**config.mk**
```make
export PLATFORM = sky130hd
export DESIGN_NAME = tankdrive_multi
export DESIGN_NICKNAME = d
export VERILOG_FILES = /design/src/rtl/tankdrive_pkg.sv /design/src/rtl/tankdrive_chan.sv /design/src/rtl/tankdrive_multi.sv
export SDC_FILE = /design/constraint.sdc
export NUM_CORES = 1
export LEC_CHECK = 0
export ABC_AREA = 1
export CAP_MARGIN = 10
export CORE_UTILIZATION = 55
export CTS_CLUSTER_DIAMETER = 150
export DETAILED_ROUTE_END_ITERATION = 10
export MAX_ROUTING_LAYER = met4
export PLACE_DENSITY = 0.87
export SLEW_MARGIN = 15
export SYNTH_ARGS = -nofsm -noshare
export SYNTH_HDL_FRONTEND = slang
export SYNTH_HIERARCHICAL = 1
export SYNTH_SLANG_ARGS = --single-unit
```
**constraint.sdc**
```tcl
create_clock -name sysclk -period 2.57 [get_ports sysclk]
set_input_delay 0.3855 -clock sysclk [delete_from_list [all_inputs] [get_ports sysclk]]
set_output_delay 0.3855 -clock sysclk [all_outputs]
set_load 0.01 [all_outputs]
```
**src/rtl/tankdrive_pkg.sv**
```systemverilog
// Shared encodings for the tank-drive controller: bridge modes and channel FSM states.
package tankdrive_pkg;

  typedef enum logic [1:0] {
    MODE_COAST = 2'b00,
    MODE_FWD   = 2'b01,
    MODE_REV   = 2'b10,
    MODE_BRAKE = 2'b11
  } mode_e;

  typedef enum logic [2:0] {
    ST_IDLE   = 3'd0,
    ST_BRAKE  = 3'd1,
    ST_RUN    = 3'd2,
    ST_RAMPDN = 3'd3,
    ST_DEAD   = 3'd4
  } chan_state_e;

endpackage

```
**src/rtl/tankdrive_chan.sv**
```systemverilog
// One motor channel: duty ramping, direction-reversal sequencing and registered bridge outputs.
//   state     | meaning
//   ST_IDLE   | coasting, bridge off, duty 0
//   ST_BRAKE  | bridge shorted (enable=1), duty 0
//   ST_RUN    | driving, duty ramps toward commanded speed at period boundaries
//   ST_RAMPDN | reversal requested, duty ramps to 0 in the old direction
//   ST_DEAD   | forced coast for DEADTIME whole periods before the new direction
module tankdrive_chan
  import tankdrive_pkg::*;
#(
  parameter int SPEED_W   = 6,
  parameter int RAMP_STEP = 8,
  parameter int DEADTIME  = 2
) (
  input  logic               i_sysclk,
  input  logic               i_reset,
  input  logic               i_boundary,
  input  logic [SPEED_W-1:0] i_pwm_cnt,
  input  logic [SPEED_W-1:0] i_speed,
  input  logic [1:0]         i_mode,
  output logic               o_enable,
  output logic [1:0]         o_mode_out,
  output logic               o_settled
);

  localparam int MAX_DUTY = 2**SPEED_W - 1;
  localparam int STEP_CLIP = (RAMP_STEP > MAX_DUTY) ? MAX_DUTY : RAMP_STEP;
  localparam logic [SPEED_W-1:0] STEP = STEP_CLIP[SPEED_W-1:0];
  localparam int DW = $clog2(DEADTIME + 2);
  localparam logic [DW-1:0] DEAD_INIT = DW'(DEADTIME);

  chan_state_e        r_state;
  logic [SPEED_W-1:0] r_cur;
  logic [DW-1:0]      r_dead;
  logic [1:0]         r_mode_out;
  logic               r_enable;
  logic               r_settled;

  logic               w_same;
  logic [SPEED_W-1:0] w_tgt;
  logic [SPEED_W-1:0] w_ramp;
  logic [SPEED_W-1:0] w_ramp_up;

  // Step limited to min(STEP, distance) so the result never wraps.
  function automatic logic [SPEED_W-1:0] ramp_toward(input logic [SPEED_W-1:0] cur,
                                                      input logic [SPEED_W-1:0] tgt);
    logic [SPEED_W-1:0] diff;
    if (tgt >= cur) begin
      diff = tgt - cur;
      return (diff > STEP) ? cur + STEP : tgt;
    end else begin
      diff = cur - tgt;
      return (diff > STEP) ? cur - STEP : tgt;
    end
  endfunction

  assign w_same    = (i_mode == r_mode_out);
  assign w_tgt     = w_same ? i_speed : '0;
  assign w_ramp    = ramp_toward(r_cur, w_tgt);
  assign w_ramp_up = ramp_toward('0, i_speed);

  always_ff @(posedge i_sysclk) begin
    if (i_reset) begin
      r_state    <= ST_IDLE;
      r_cur      <= '0;
      r_dead     <= '0;
      r_mode_out <= MODE_COAST;
      r_enable   <= 1'b0;
      r_settled  <= 1'b1;
    end else if (i_mode == MODE_BRAKE) begin
      r_state    <= ST_BRAKE;
      r_cur      <= '0;
      r_dead     <= '0;
      r_mode_out <= MODE_BRAKE;
      r_enable   <= 1'b1;
      r_settled  <= 1'b1;
    end else if (i_mode == MODE_COAST) begin
      r_state    <= ST_IDLE;
      r_cur      <= '0;
      r_dead     <= '0;
      r_mode_out <= MODE_COAST;
      r_enable   <= 1'b0;
      r_settled  <= 1'b1;
    end else begin
      r_enable  <= (i_pwm_cnt < r_cur);
      r_settled <= (r_state == ST_IDLE) || (r_state == ST_BRAKE) ||
                   ((r_state == ST_RUN) && w_same && (r_cur == i_speed));
      case (r_state)
        ST_IDLE, ST_BRAKE: begin
          r_state    <= ST_RUN;
          r_mode_out <= i_mode;
          r_cur      <= '0;
        end
        ST_RUN: begin
          if (i_boundary) r_cur <= w_ramp;
          if (!w_same) r_state <= ST_RAMPDN;
        end
        ST_RAMPDN: begin
          if (w_same) begin
            r_state <= ST_RUN;
            if (i_boundary) r_cur <= w_ramp;
          end else if (i_boundary) begin
            if (r_cur == '0) begin
              r_state    <= ST_DEAD;
              r_mode_out <= MODE_COAST;
              r_dead     <= DEAD_INIT;
            end else begin
              r_cur <= w_ramp;
            end
          end
        end
        ST_DEAD: begin
          // Exit takes whatever direction is commanded now, not the one that started the reversal.
          if (i_boundary) begin
            if (r_dead <= DW'(1)) begin
              r_state    <= ST_RUN;
              r_mode_out <= i_mode;
              r_cur      <= w_ramp_up;
              r_dead     <= '0;
            end else begin
              r_dead <= r_dead - DW'(1);
            end
          end
        end
        default: r_state <= ST_IDLE;
      endcase
    end
  end

  assign o_enable   = r_enable;
  assign o_mode_out = r_mode_out;
  assign o_settled  = r_settled;

endmodule

```
**src/rtl/tankdrive_multi.sv**
```systemverilog
// Multi-channel tank-drive PWM controller: shared prescaler and PWM counter feeding per-channel FSMs.
module tankdrive_multi
  import tankdrive_pkg::*;
#(
  parameter int SPEED_W   = 6,
  parameter int CHANNELS  = 2,
  parameter int PRESCALE  = 1,
  parameter int RAMP_STEP = 8,
  parameter int DEADTIME  = 2
) (
  input  logic                          sysclk,
  input  logic                          reset,
  input  logic [CHANNELS*SPEED_W-1:0]   speed,
  input  logic [CHANNELS*2-1:0]         mode,
  output logic [CHANNELS-1:0]           enable,
  output logic [CHANNELS*2-1:0]         mode_out,
  output logic [CHANNELS-1:0]           settled
);

  localparam int PW = (PRESCALE > 1) ? $clog2(PRESCALE) : 1;
  localparam logic [PW-1:0] PRE_LAST = PW'(PRESCALE - 1);
  localparam logic [SPEED_W-1:0] CNT_LAST = SPEED_W'(2**SPEED_W - 2);

  logic [PW-1:0]      r_pre;
  logic [SPEED_W-1:0] r_pwm_cnt;
  logic               w_tick;
  logic               w_boundary;

  assign w_tick     = (r_pre == PRE_LAST);
  // Boundary is the cycle whose edge wraps the PWM counter back to 0.
  assign w_boundary = w_tick && (r_pwm_cnt == CNT_LAST);

  always_ff @(posedge sysclk) begin
    if (reset) begin
      r_pre     <= '0;
      r_pwm_cnt <= '0;
    end else begin
      r_pre <= w_tick ? '0 : r_pre + PW'(1);
      if (w_tick) r_pwm_cnt <= (r_pwm_cnt == CNT_LAST) ? '0 : r_pwm_cnt + SPEED_W'(1);
    end
  end

  for (genvar g = 0; g < CHANNELS; g++) begin : g_chan
    tankdrive_chan #(
      .SPEED_W  (SPEED_W),
      .RAMP_STEP(RAMP_STEP),
      .DEADTIME (DEADTIME)
    ) u_chan (
      .i_sysclk  (sysclk),
      .i_reset   (reset),
      .i_boundary(w_boundary),
      .i_pwm_cnt (r_pwm_cnt),
      .i_speed   (speed[g*SPEED_W +: SPEED_W]),
      .i_mode    (mode[2*g +: 2]),
      .o_enable  (enable[g]),
      .o_mode_out(mode_out[2*g +: 2]),
      .o_settled (settled[g])
    );
  end

endmodule

```
Yosys cells after proc, flatten, opt, wreduce, memory -nomap -nowiden
Index checks and enable logic that the tools add are counted.

Bits in latches: 0. Memory bits (read-only): 0. Output and inout bits: 8. RAM bits: 0. Logic and storage cells: 211. Memories kept: 0. Register bits: 37.

Multiply operators: 0. Reductions and logical operators: 36. Equal/unequal tests: 49. Shift-type cells: 0. Divide/modulo/power cells: 0. Bitwise operators: 1. Multiplexer cells: 79. Add/sub/neg operators: 14. Order comparisons: 16.

Operators by type and width (number): $mux 6 (27); $gt 6x4->1 const B (8); $mux 2 (24); $pmux 6 s4 (2); $reduce_and 5->1 (8); $mux 3 (12); $ne 4x1->1 const B (6); $pmux 3 s4 (2); $sub 6x6->6 (4); $ne 4x4->1 const B (4); $ne 5x1->1 const B (3); $add 6x4->6 const B (2); $eq 3x2->1 const B (4); $eq 6x6->1 (2); $ge 6x1->1 const B (2); $ge 6x6->1 (2); $logic_not 6->1 (2); $lt 6x6->1 (2); $ne 2x1->1 const B (6); $ne 2x2->1 const B (6); $pmux 2 s3 (2); $reduce_and 6->1 (2); $sub 1x6->6 const A (2); $sub 6x4->6 const B (2); other kinds (25) (59).

Longest topological paths before layout
Depth after elaboration: 10. Mapped depth: 24. Depth with buffers taken out: 24.

Cells and area by module
The synthesis kept the hierarchy.

Modules (own cells, without submodules): tankdrive_chan (g_chan[1].u_chan) (area each 2089.5 um^2, cells an instance 345, times used 1); tankdrive_chan (g_chan[0].u_chan) (area each 2015.7 um^2, cells an instance 348, times used 1); tankdrive_multi (area each 357.8 um^2, cells an instance 53, times used 1).

Least setup slack after synthesis
OpenSTA, ideal clock, no wires.

Kind: reg2reg. Start point: register g_chan[0].u_chan.r_mode_out[0]. End point: register g_chan[0].u_chan.r_cur[0]. Period minus slack after synthesis: 2.780 ns. Arrival time: 2.659 ns. Stages on the path, launching flop included: 22. Setup slack: -0.210 ns. Library setup time: 0.121 ns. Required time: 2.449 ns. Cells stage by stage: dfxtp_1 -> xnor2_2 -> nand2_2 -> buf_6 -> nor2_1 -> inv_1 -> ha_1 -> nand2_1 -> nor2_1 -> a21oi_1 -> nand2_1 -> inv_1 -> nand2_1 -> nand2_1 -> nand2_1 -> nand3_2 -> o21ai_0 -> nand2_1 -> nand2_1 -> nand2_1 -> nand2_1 -> a21oi_1.

Cells in the longest elaborated chain, start to end: 10.

Ends and longest elaborated chain: from (decl) (RTL line tankdrive_chan.sv:35) `logic [1:0] r_mode_out;`; from (signal assigned) (RTL line tankdrive_chan.sv:91) `r_mode_out <= i_mode;`; from (signal assigned) (RTL line tankdrive_chan.sv:117) `r_mode_out <= i_mode;`; $eq 2x2->1 (*) (RTL line tankdrive_chan.sv:57) `assign w_same = (i_mode == r_mode_out);`; $mux 6 (RTL line tankdrive_chan.sv:58) `assign w_tgt = w_same ? i_speed : '0;`; $sub 6x6->6 (on tied branches) (RTL line tankdrive_chan.sv:52, tankdrive_chan.sv:49); $gt 6x4->1 (on tied branches) (RTL line tankdrive_chan.sv:53, tankdrive_chan.sv:50); $mux 6 (on tied branches) (RTL line tankdrive_chan.sv:53, tankdrive_chan.sv:50); $mux 6 (RTL line tankdrive_chan.sv:48) `if (tgt >= cur) begin`; $mux 6 (RTL line tankdrive_chan.sv:103) `if (r_cur == '0) begin`; $mux 6 (RTL line tankdrive_chan.sv:102) `end else if (i_boundary) begin`; $mux 6 (RTL line tankdrive_chan.sv:99) `if (w_same) begin`; $pmux 6 s4 (RTL line tankdrive_chan.sv:88) `case (r_state)`; to (signal assigned) (RTL line tankdrive_chan.sv:95) `if (i_boundary) r_cur <= w_ramp;`; to (signal assigned) (RTL line tankdrive_chan.sv:101) `if (i_boundary) r_cur <= w_ramp;`; to (signal assigned) (RTL line tankdrive_chan.sv:108) `r_cur <= w_ramp;`; to (decl) (RTL line tankdrive_chan.sv:33) `logic [SPEED_W-1:0] r_cur;`.

Every way passes the cells marked *; elsewhere a longest branch is shown, timed or not. The select of a mux whose other input is x is not followed. A chain may end at the register's enable or synchronous reset.

Worst setup path after layout
Start point: input port speed[3]. End point: register g_chan[0].u_chan.r_cur[1].

Cells in the longest elaborated chain, start to end: 9.

Ends and longest elaborated chain: from (decl) (RTL line tankdrive_multi.sv:13) `input logic [CHANNELS*SPEED_W-1:0] speed,`; $mux 6 (RTL line tankdrive_chan.sv:58); $sub 6x6->6 (on tied branches) (RTL line tankdrive_chan.sv:52, tankdrive_chan.sv:49); $gt 6x4->1 (on tied branches) (RTL line tankdrive_chan.sv:53, tankdrive_chan.sv:50); $mux 6 (on tied branches) (RTL line tankdrive_chan.sv:53, tankdrive_chan.sv:50); $mux 6 (RTL line tankdrive_chan.sv:48); $mux 6 (RTL line tankdrive_chan.sv:103); $mux 6 (RTL line tankdrive_chan.sv:102); $mux 6 (RTL line tankdrive_chan.sv:99); $pmux 6 s4 (*) (RTL line tankdrive_chan.sv:88).

Marks and branches as above.

==> metrics <==
number of synthesis warnings=6; worst hold path class=register to register; Most used DFF post-synth=sky130_fd_sc_hd__dfxtp_1; area delta synth->final=43.0%; cells taking the most area after synthesis=sky130_fd_sc_hd__dfxtp_1 (17%), sky130_fd_sc_hd__nand2_1 (16%), sky130_fd_sc_hd__ha_1 (9.5%); number of inserted diodes=0; width of the die=92.1 um; via count of the first global-routing pass=5,338; master cell of the clock root buffer=sky130_fd_sc_hd__clkbuf_8; most frequently used cell type in the post-synthesis netlist=sky130_fd_sc_hd__nand2_1; portion of netlist area occupied by mux cells=0%; Core Box Area=7810 um^2; Synth Area in Simple Gates=41.5%; worst reg-to-reg path cell count=19; Num Clock Sinks=37; PwrDens=436 nW/um^2; total power after layout=2780 uW; Rows=32; WHS Path Cells=2; number of violations reported at the end of detailed-routing iteration 0=886; Storage cell area=751 um^2; Yosys reg bits=37; relative max-transition margin=60.2%; ratio of final minimum period to clock period=110%; via density per instance=6.17; CP Data Required Time=2.80 ns; achievable frequency=354 MHz; fraction of synthesized cell area in xor and xnor cells=2.75%; number of vias after detailed routing=6,172; async set-reset flop share out of synthesis=0%; commonest cells in the netlist=sky130_fd_sc_hd__nand2_1 (191), sky130_fd_sc_hd__inv_1 (111), sky130_fd_sc_hd__nor2_1 (75); largest voltage drop on the vdd net=0.264 mV; hold path start=g_chan[0].u_chan/r_dead[0]; global-route wire length before repair=24.9 mm; H-tree depth=2; remaining number of nets flagged by the antenna check after routing=0; Critical Path AT=3.05 ns; Setup Crit Path Kind=input pin to register; total nets after synthesis=800; length of the first detailed-routing pass in iterations=11; overall track demand over capacity in global routing=37.5%; Reg-to-Reg Start=g_chan[0].u_chan/o_mode_out[0]; DRC viols=4; Final Net Count=951; RePlAce Congestion=0.996; DP Wirelength=11.5 mm; Setup Slack @ Placement=-0.751 ns; height of the die=92.1 um; outcome=finished with violations; total wire length=17.8 mm; Initial Utilization=57.2%; count of mapped cells out of synthesis=746; number of I/O port buffers=25; skew final=0.0137 ns; pin count of the biggest net entering global routing=16; violations in the final reports=design-rule violations, negative setup slack; dominant combinational cell family by area after synthesis=simple AND/OR/NAND/NOR gates; number of clock buffers inserted by TritonCTS=5; TritonCTS clock tree=built; register area share after synthesis=16.6%; number of antenna violations at the first check in global routing=0; per-cell routed wire length=17.8 um; final setup fails=12; end of the worst register-to-register path=g_chan[0].u_chan/r_cur[1]; I/O pin count=26; clock insertion delay at the later pin of the skew report=0.30 ns; fin util=81.7%; critical path launch point type=input pin; endpoint type of the worst setup path=register; Post-CTS Hold Fix Bufs=0; die area=8480 um^2; post-synthesis cell type with the largest combined area=sky130_fd_sc_hd__dfxtp_1; Post-Syn Area per Cell=5.98 um^2; leakage dissipation=0.00306 uW; clock slew seen by the registers of the worst setup and hold paths=0.09 ns; fill count=476; compound-gate portion of the synthesized area=16.5%; number of max-slew violations in the final report=0; fraction of synthesized cell area taken by the top area cell type=16.6%; Worst Slack Setup Final=-0.252 ns; gr ovfl total=0; Synth Area in Adders=10.4%; area used by multi-input combinational logic=3710 um^2; final sum of negative setup slack=-2.11 ns; highest net fanout along the worst path=5; EDFF count, synth=0; total standard cell area after synthesis=4460 um^2; number of unique standard cell types used by synthesis=44; r2r setup slk=-0.24 ns; Least-Margin Pin Slew=0.596 ns; hold violation total from the final report=0; clock buffer depth=2; minimum clock period=2.82 ns; setup repair after global routing missed its margin=true; total of max-cap violations=0; fraction of final layout cells with drive strength greater than 1=33.3%; hold endpoint=g_chan[0].u_chan/r_dead[0]
## cells in the final DEF (no fill, tap or decap), drive strengths merged
cell type      count
a31oi              1
dfxtp             37
clkbuf             5
fa                 2
nand2            210
o31ai              2
xor2               4
ha                34
nor4               5
nor3              12
nor2              88
o211ai             9
o21bai             5
clkinv             4
buf              121
clkdlybuf4s15      2
clkinvlp           3
a211oi             2
o2111ai            2
a22oi              2
inv              130
o21ai             35
o21a               9
dlygate4sd2        2
xnor2              7
nand4             22
conb               1
clkdlybuf4s50     21
nand3             66
o22ai              2
a21oi             53
## stage by stage
step                      cells  instance area (um^2)  hold slack [ns]
final                      1000                  6380            0.485
after global placement      969                  5660            0.459
after CTS                   983                  5900            0.488
after floorplan             746                  4550            0.447
after global routing       1000                  6380            0.506
after detailed placement    969                  5660            0.476
## final cells by class
| class | count | area share [%] |
|---|---|---|
| tap | 102 | 2.00 |
| timing repair inverter | 1 | 0.0784 |
| sequential | 37 | 11.8 |
| multi-input combinational | 573 | 58.1 |
| inverter | 133 | 7.96 |
| clock inverter | 3 | 0.333 |
| timing repair buffer | 146 | 18.7 |
| clock buffer | 5 | 1.08 |
## layer usage
metal  global-route usage [%]  part of all wire (%)
met4                     11.3                   6.6
met1                     45.6                    37
met3                     7.79                    12
met5                        -                     0
met2                     62.2                    45
## worst max path at each step
| stage | from | end | slack [ns] |
|---|---|---|---|
| 2_1_floorplan | mode[0] | g_chan[0].u_chan/r_cur[0] | -0.003 |
| 3_3_place_gp | mode[2] | g_chan[1].u_chan/r_cur[5] | -0.68 |
| 3_5_place_dp | mode[2] | g_chan[1].u_chan/r_cur[2] | -0.75 |
| 4_1_cts | g_chan[1].u_chan/o_mode_out[0] | g_chan[1].u_chan/r_cur[3] | -0.15 |
| 5_1_grt | g_chan[1].u_chan/o_mode_out[0] | g_chan[1].u_chan/r_cur[0] | -0.36 |
| 6_report | speed[3] | g_chan[0].u_chan/r_cur[1] | -0.25 |
## power by group
group	total, uW	leakage, uW	internal (uW)	switching [uW]
Sequential	619	0.000303	597	22.6
Combinational	1720	0.00271	688	1030
Clock	442	0.0000445	193	249
## kinds of logic (layout without fill, tap and decap cells)
family / after synthesis / count (layout)
simple gates: 399 / 403
other cells: 1 / 1
flops: 37 / 37
compound gates: 122 / 122
xor+xnor: 11 / 11
buf+inv: 140 / 288
fa+ha+maj: 36 / 36
## what timing repair did
action | 4_1_cts | 5_1_grt
buffers inserted | 5 | 14
gates cloned | 1 | 4
pin swaps | 17 | 48
gates resized for setup | 35 | 99
setup endpoints to repair | 12 | 16
## registers in the layout, summed over array words and instances (netlist names)
name	flops
g_chan.u_chan/r_cur	12
g_chan.u_chan/r_state	6
r_pwm_cnt	6
g_chan.u_chan/o_mode_out	4
g_chan.u_chan/r_dead	4
g_chan.u_chan/o_enable	2
g_chan.u_chan/o_settled	2
r_pre	1
## critical path, cell delays in order
cell and delay [ns]:
sky130_fd_sc_hd__clkdlybuf4s50_1 0.50, sky130_fd_sc_hd__inv_1 0.12, sky130_fd_sc_hd__nor2_4 0.16, sky130_fd_sc_hd__inv_2 0.08, sky130_fd_sc_hd__ha_4 0.34, sky130_fd_sc_hd__buf_6 0.12, sky130_fd_sc_hd__nand2_1 0.07, sky130_fd_sc_hd__nand3_2 0.08
sky130_fd_sc_hd__xor2_1 0.21, sky130_fd_sc_hd__nand2_2 0.10, sky130_fd_sc_hd__nor2_4 0.16, sky130_fd_sc_hd__nand2_2 0.11, sky130_fd_sc_hd__nand2_1 0.11, sky130_fd_sc_hd__nand2_1 0.07, sky130_fd_sc_hd__a21oi_1 0.13, sky130_fd_sc_hd__nand2_1 0.07
sky130_fd_sc_hd__nand2_1 0.05, sky130_fd_sc_hd__nand2_1 0.05, sky130_fd_sc_hd__a21oi_1 0.12
Note: power is estimated with default switching activity, not from simulation.
==> patch: new RTL, same flow settings <==
Encoding of `chan_state_e`: now Gray code (3 bits for 5 states).
--- a/src/rtl/tankdrive_pkg.sv
+++ b/src/rtl/tankdrive_pkg.sv
@@ -10,9 +10,9 @@
 
   typedef enum logic [2:0] {
-    ST_IDLE   = 3'd0,
-    ST_BRAKE  = 3'd1,
-    ST_RUN    = 3'd2,
-    ST_RAMPDN = 3'd3,
-    ST_DEAD   = 3'd4
+    ST_IDLE   = 3'b000,
+    ST_BRAKE  = 3'b001,
+    ST_RUN    = 3'b011,
+    ST_RAMPDN = 3'b010,
+    ST_DEAD   = 3'b110
   } chan_state_e;
 
Formal check against the unedited RTL: no difference found for any inputs over 4 cycles, from zero or initial values and one cycle with reset high; so few cycles prove little.
==> patch against the original RTL <==
Critical endpoint is now g_chan[1].u_chan/r_cur[5]$_SDFFE_PP0P_; synthesized cell count fell by 2.3%; sequential cell count did not move; register-to-register slack got worse by 30 ps; synthesized area rose by 0.59%; cell area fell by 0.82%; highest routed layer unchanged; setup slack got worse by 17 ps; the run ends with negative setup slack left; final cell count fell by 1.3%; wire length fell by 1.1%; power rose by 17%.
==> patch: results <==
metrics = {
    "drt": {
        "drt_iter0_drc": 707,
        "dr.pass1.iters": 7,
        "routed_wirelength_um": 17590,
        "wl_per_cell_um": 17.82,
        "via_per_inst": 6.093,
    },
    "power_and_ir_drop": {
        "power_combinational_w": 0.00218,
        "p_switching_w": 0.001604,
        "p_clk_w": 0.000443,
        "p_leak_nw": 3.023,
        "comb_power_share_pct": 67.0,
        "vdd_drop_max_mv": 0.3200,
    },
    "clock_network": {
        "cts.repair.resized": 52,
        "cts_max_level": 2,
        "post_cts_buffers": 11,
    },
    "global_routing": {
        "grt_pass1_wl_um": 24990,
        "grt_pass1_vias": 5496,
        "grt.total_usage_pct": 37.44,
        "grt_start_max_net_pins": 15,
    },
    "sta": {
        "maxSlewHeadroom_pct": 65.94,
        "finalSetupViolations": 12,
        "fin_ws_ps": -268.7,
        "whs_ps": 476.4,
        "fin_skew_ps": 11.49,
        "setup_tns_ps": -2187,
    },
    "setup_path": {
        "r2r_setup_slack_ps": -270,
        "cp_max_fo": 7,
        "crit_family": "simple AND/OR/NAND/NOR gates",
        "timing.critical_path.to": "g_chan[1].u_chan/r_cur[5]$_SDFFE_PP0P_",
        "reg2regPathDepth": 21,
        "r2r_start": "g_chan[1].u_chan/o_mode_out[0]$_SDFFE_PP0P_",
        "path_class": "register to register",
        "slowest_delay_ps": 370,
        "cp_data_arrival_time_ps": 3050,
        "crit_path_top_delay_cell": "dfxtp_4",
    },
    "place": {
        "dpl.hpwl_um": 11530,
        "io_buffers": 25,
        "dp_slack_ps": -674.2,
        "dpl_cell_area_um2": 5704,
        "dp.cells": 955,
        "place_congestion": 1.054,
    },
    "logic_synthesis": {
        "synth_compound_gate_area_share_pct": 17.75,
        "ys_types": 50,
        "synth_fa_ha_area_share_pct": 10.37,
        "netlist_top_cells_area": "dfxtp_1 16%, nand2_1 16%, ha_1 9.5%",
        "syn-num-nets": 783,
        "netlist_top_cells_count": "192 x nand2_1, 111 x inv_1, 63 x nor2_1, 49 x a21oi_1, 46 x nand3_1",
        "ys.flop_type": "dfxtp_1",
        "synth_area_per_cell_um2": 6.158,
        "ys_seq_area_share_pct": 16.50,
        "yosys.area_share.xor_xnor_pct": 2.787,
    },
    "finish": {
        "fillers": 469,
        "drive_above_1_share_pct": 33.56,
        "nets": 938,
    },
    "status": {
        "status": "complete, but fails checks",
        "violations": "negative setup slack",
    },
    "worst_hold_path": {
        "hold_end": "g_chan[1].u_chan/r_dead[0]$_SDFFE_PP0P_",
        "min_from": "g_chan[1].u_chan/r_dead[0]$_SDFFE_PP0P_",
    },
}
[patch: changes by cell type after synthesis, sizes merged, moves of 4 or more]
| cell | change |
|---|---|
| o21a | -7 |
| a311oi | +4 |
| o21ai | +5 |
| clkbuf | -4 |
| a31oi | +4 |
| nand4 | -5 |
| a211oi | +8 |
| o22ai | +5 |
| nand3 | -9 |
| o211ai | -4 |
| nor2 | -9 |
[patch: area by class of cell]
cell class              count  area (um2)  area share [%]
multi-input cells         557        3650           57.66
flip-flops and latches     37       750.7           11.86
well taps                 102       127.6           2.016
clock buffers               5       68.82           1.087
clock inverters             3       25.02          0.3953
inverters                 133       505.5           7.986
repair buffers            150        1202           19.00
[patch: metal layers]
layer | GRT usage (%) | up-vias | share of wire [%]
met4 | 12.63 | 0 | 6.1
met3 | 4.762 | 124 | 10
met1 | 46.39 | 2740 | 37
met5 | - | - | 0
li1 | - | 2713 | -
met2 | 62.84 | 437 | 46
